`src/rtl/fifo_read_stream.sv`:
```
// Turns the registered-read side of an async FIFO (1-cycle read latency) into a
// valid/ready stream, using a 2-entry skid buffer so a full 1 word/cycle rate holds.
module fifo_read_stream #(
    parameter int BITS = 32
) (
    input  logic            read_clk,
    input  logic            read_rst_n,
    output logic            p_read_en,
    input  logic [BITS-1:0] p_read_data,
    input  logic            p_read_empty,
    output logic            p_out_valid,
    input  logic            p_out_ready,
    output logic [BITS-1:0] p_out_data,
    output logic [1:0]      p_out_level,
    output logic [15:0]     p_out_count
);

    logic [1:0]            occ;
    logic                  inflight;
    logic [1:0][BITS-1:0]  skid;
    logic                  pop;
    logic [1:0]            pending;
    logic [1:0]            committed;
    logic [1:0]            tail;

    assign pop       = p_out_valid & p_out_ready;
    assign pending   = occ + {1'b0, inflight};
    assign committed = pending - {1'b0, pop};
    assign tail      = occ - {1'b0, pop};

    // A pop may only be issued when the word it returns next cycle is sure to have a
    // free skid slot, counting the word already in flight and the one leaving now.
    assign p_read_en = read_rst_n & ~p_read_empty & (committed < 2'd2);

    always_ff @(posedge read_clk or negedge read_rst_n) begin
        if (!read_rst_n) begin
            occ         <= 2'd0;
            inflight    <= 1'b0;
            skid        <= '0;
            p_out_count <= 16'd0;
        end else begin
            inflight <= p_read_en;
            occ      <= occ + {1'b0, inflight} - {1'b0, pop};
            if (pop) begin
                skid[0]     <= skid[1];
                p_out_count <= p_out_count + 16'd1;
            end
            // Capture lands behind whatever survives this edge; overrides the shift above
            // when the buffer held a single word that is being popped.
            if (inflight)
                skid[tail[0]] <= p_read_data;
        end
    end

    assign p_out_valid = (occ != 2'd0);
    assign p_out_data  = skid[0];
    assign p_out_level = occ;

endmodule

```
`config.mk`:
```
export PLATFORM = sky130hd
export DESIGN_NAME = fifo_read_stream
export DESIGN_NICKNAME = d
export VERILOG_FILES = /design/src/rtl/fifo_read_stream.sv
export SDC_FILE = /design/constraint.sdc
export NUM_CORES = 1
export LEC_CHECK = 0
export BUFFER_PORTS_ARGS = -buffer_cell sky130_fd_sc_hd__clkbuf_2
export CAP_MARGIN = 20
export CORE_MARGIN = 2
export CORE_UTILIZATION = 49
export CTS_BUF_LIST = sky130_fd_sc_hd__clkbuf_16
export DETAILED_ROUTE_END_ITERATION = 6
export HOLD_SLACK_MARGIN = 0.03
export PLACE_DENSITY = 0.84
export SLEW_MARGIN = 20
export SYNTH_ARGS = -nofsm -noshare
export SYNTH_HDL_FRONTEND = slang
export SYNTH_SLANG_ARGS = --single-unit
```
`constraint.sdc`:
```
create_clock -name read_clk -period 1.7 [get_ports read_clk]
set_clock_uncertainty 0.2 [all_clocks]
set_input_delay 0.17 -clock read_clk [delete_from_list [all_inputs] [get_ports read_clk]]
set_output_delay 0.17 -clock read_clk [all_outputs]
set_load 0.005 [all_outputs]
```
==> impl_metrics.sql <==
INSERT INTO impl_metrics (metric_group, metric, value, unit) VALUES
('timing', 'layout_min_cycle_time', '2050', 'ps'),
('routing', 'wirelength', '10700', 'um'),
('synthesis', 'mappedNetlistNets', '388', ''),
('synthesis', 'synth_largest_area_cell', 'dfrtp_1', ''),
('place', 'detailedPlacementHpwl', '5260', 'um'),
('routing', 'dr_total_vias', '3079', ''),
('pwr', 'power_density', '1720', 'nW/um^2'),
('routing', 'via_per_inst', '5.30', ''),
('floorplan', 'top_level_ports', '88', ''),
('routing', 'avgRoutedWirePerCell', '18.4', 'um'),
('synthesis', 'portion_of_the_post_synthesis_area_used_by_sequential_elements', '54.0', '%'),
('worst_setup_path', 'r2r_path_start', 'p_out_level[1]$_DFF_PN0_', ''),
('worst_setup_path', 'timing.critical_path.max_delay_family', 'flip-flops', ''),
('synthesis', 'synthCells', '350', ''),
('clock_network', 'cts_buffers', '9', ''),
('clock_network', 'htreeDepth', '3', ''),
('worst_setup_path', 'slowest_delay', '430', 'ps'),
('place', 'placement.cell_area', '4280', 'sq um'),
('worst_setup_path', 'critical_path.startpoint', 'p_out_level[0]$_DFF_PN0_', ''),
('timing', 'final-max-slew-violation-count', '0', ''),
('timing', 'setup_slack', '-350', 'ps'),
('floorplan', 'fp.dieH', '92.6', 'um'),
('worst_setup_path', 'critPathLaunchType', 'register', ''),
('run_status', 'outcome', 'complete, but fails checks', ''),
('worst_setup_path', 'crit_chain', 'o21ai_4, xnor2_2, ha_2, xnor2_1, nor3b_2, buf_2', ''),
('floorplan', 'floorplan.core_area', '7650', 'sq um'),
('run_status', 'failed_checks', 'negative setup slack', ''),
('place', 'dp_slack', '-32.2', 'ps'),
('timing', 'period_share', '121', '%'),
('routing', 'first_pass_iteration_count_of_the_detailed_router', '4', ''),
('global_routing', 'grt_antenna_before_repair', '0', ''),
('global_routing', 'globalRoute.totalOverflow', '0', ''),
('timing', 'fmax', '488', 'MHz'),
('synthesis', 'netlist.area_leader.share', '54.0', '%'),
('worst_setup_path', 'path_depth', '6', ''),
('routing', 'remaining_drc_errors', '0', ''),
('finish', 'finalNetCount', '512', ''),
('place', 'finalWeightedCongestion', '0.757', ''),
('synthesis', 'synth.top_cells.by_area', 'dfrtp_1 54%, mux2_4 12%, nand2_1 7.4%', ''),
('timing', 'timing.hold.ws', '167', 'ps'),
('floorplan', 'die_area', '8570', 'sq um'),
('timing', 'tightestPinTransition', '431', 'ps'),
('global_routing', 'grtUsageTotal', '23.1', '%'),
('clock_network', 'tritoncts', 'yes', ''),
('pwr', 'power.ir.vdd_worst', '0.882', 'mV'),
('min_path', 'hold_class', 'primary input to register', ''),
('pwr', 'power.static_leakage', '2.88', 'nW'),
('worst_setup_path', 'cp_max_fo', '3', ''),
('clock_network', 'clk_pin_slew_worst_paths', '60', 'ps'),
('floorplan', 'initial_core_util', '50.3', '%'),
('timing', 'hold_violations', '0', ''),
('timing', 'grt_setup_unrepaired', 'yes', ''),
('routing', 'dr.first_iter.drc_count', '113', ''),
('clock_network', 'clkSinkCount', '83', ''),
('timing', 'finalSetupViolCount', '69', ''),
('worst_setup_path', 'critPathCaptureType', 'output pin', ''),
('finish', 'drive_gt1_share', '48.0', '%'),
('global_routing', 'vias_in_the_first_global_route', '3029', ''),
('finish', 'finish.instance_area', '5730', 'sq um'),
('global_routing', 'grt_pass1_wl', '15200', 'um'),
('synthesis', 'yosysUniqueCellTypes', '28', ''),
('global_routing', 'grt_start_max_net_pins', '84', ''),
('flow_run', 'max_cap_violations', '0', ''),
('worst_setup_path', 'crit_arrival', '1680', 'ps'),
('synthesis', 'ys_ff_latch', '83', ''),
('routing', 'antenna_violating_nets_post_route', '0', ''),
('floorplan', 'std_cell_rows', '32', ''),
('clock_network', 'clock_insertion_delay_worst_skew', '330', 'ps'),
('min_path', 'whs_path_depth', '4', ''),
('place', 'numPortBuffers', '87', ''),
('clock_network', 'max-clock-path-buffers', '2', '');
-- metrics by stage --
stage / util, % / power, W / setup TNS, ps / cells
6_report: 74.9 / 0.00988 / -9750 / 581
5_1_grt: 74.9 / 0.0103 / -12440 / 581
4_1_cts: 69.3 / 0.00899 / -10710 / 572
2_1_floorplan: - / 0.00558 / -68.7 / 350
3_5_place_dp: 55.9 / 0.00626 / -396 / 506
3_3_place_gp: 55.9 / 0.00610 / -1.87 / 506
-- tightest hold or removal path: stages --
cell	delay, ps
clkbuf_2	150
nand2b_1	100
a21oi_1	70
xnor2_1	150
-- cell usage in the layout (no fill, tap or decap), types with 3 or more instances in the layout --
| cell type | count |
|---|---|
| nand4_1 | 4 |
| a31oi_1 | 26 |
| xnor2_1 | 12 |
| buf_12 | 8 |
| xor2_1 | 3 |
| dlygate4sd3_1 | 34 |
| buf_4 | 12 |
| nand2_1 | 47 |
| nor2_1 | 29 |
| buf_8 | 3 |
| buf_6 | 8 |
| nand2_2 | 14 |
| mux2_4 | 32 |
| dfrtp_1 | 79 |
| nand3_1 | 4 |
| nand2_4 | 15 |
| dfrtp_2 | 4 |
| buf_16 | 7 |
| clkbuf_16 | 13 |
| a31oi_4 | 5 |
| nor2_2 | 5 |
| clkbuf_2 | 85 |
-- synthesized netlist by cell type --
library cell / instances
dfrtp_1: 83
nand2_1: 76
nor2_1: 35
a31oi_1: 32
buf_4: 32
mux2_4: 30
xnor2_1: 14
buf_2: 11
nand3_1: 4
nand4_1: 4
buf_6: 3
clkbuf_1: 3
xor2_1: 3
and3_1: 2
ha_1: 2
mux2_1: 2
nand2b_1: 2
nor3_1: 2
a21oi_1: 1
and2_1: 1
and4_1: 1
nor3b_1: 1
nor4_2: 1
nor4bb_1: 1
o211ai_2: 1
o21ai_1: 1
o21ai_2: 1
or2_1: 1
-- per-layer routing --
metal	share of wire (%)	up-vias	global-route usage [%]
li1	-	1406	-
met1	42	1541	30.6
met2	50	106	37.7
met3	4.9	26	4.48
met4	2.7	0	9.20
met5	0	-	0
-- worst paths after layout --
| path | endpoint | slack (ps) |
|---|---|---|
| max | p_read_en | -350 |
| min | p_out_level[1]$_DFF_PN0_ | 170 |
| max reg2reg | p_out_data[0]$_DFF_PN0_ | -230 |
| min reg2reg | p_out_count[15]$_DFFE_PN0P_ | 280 |
| max in group asynchronous | p_out_count[3]$_DFFE_PN0P_ | 670 |
| min in group asynchronous | p_out_data[16]$_DFF_PN0_ | 280 |
-- state kept, by name, summed over array words and instances, names as in the netlist --
register     flops
inflight         1
p_out_count     16
p_out_data      32
p_out_level      2
skid            32
-- power breakdown --
group | internal, W | switching, W
Sequential | 0.00286 | 0.000707
Clock | 0.00128 | 0.000786
Combinational | 0.00242 | 0.00182
Total | 0.00657 | 0.00331
-- cell families after synthesis --
logic type	Yosys count	synth area share (%)
xor gates and xnor gates	17	3.87
DFF	83	54.0
muxes	32	12.3
AOI/OAI and AO/OA	36	6.02
adders and majority gates	2	0.651
and+or+nand+nor	131	14.3
buffers and inverters	49	8.85
-- area by class of cell --
class,count,area [sq um]
Tap cell,102,128
Clock buffer,9,225
Fill cell,501,1920
Sequential cell,83,2080
Timing Repair Buffer,162,1450
Clock inverter,7,92.6
Multi-Input combinational cell,218,1750
-- repair_timing --
action                                  CTS  global route
endpoints found under the setup margin   41            78
gates resized for setup                  19            85
cloned                                    9             4
hold buffers                             34             0
pin swaps                                 8            50
setup buffers                             8             7
endpoints found under the hold margin   148             0
Note: power is estimated with default switching activity, not from simulation.
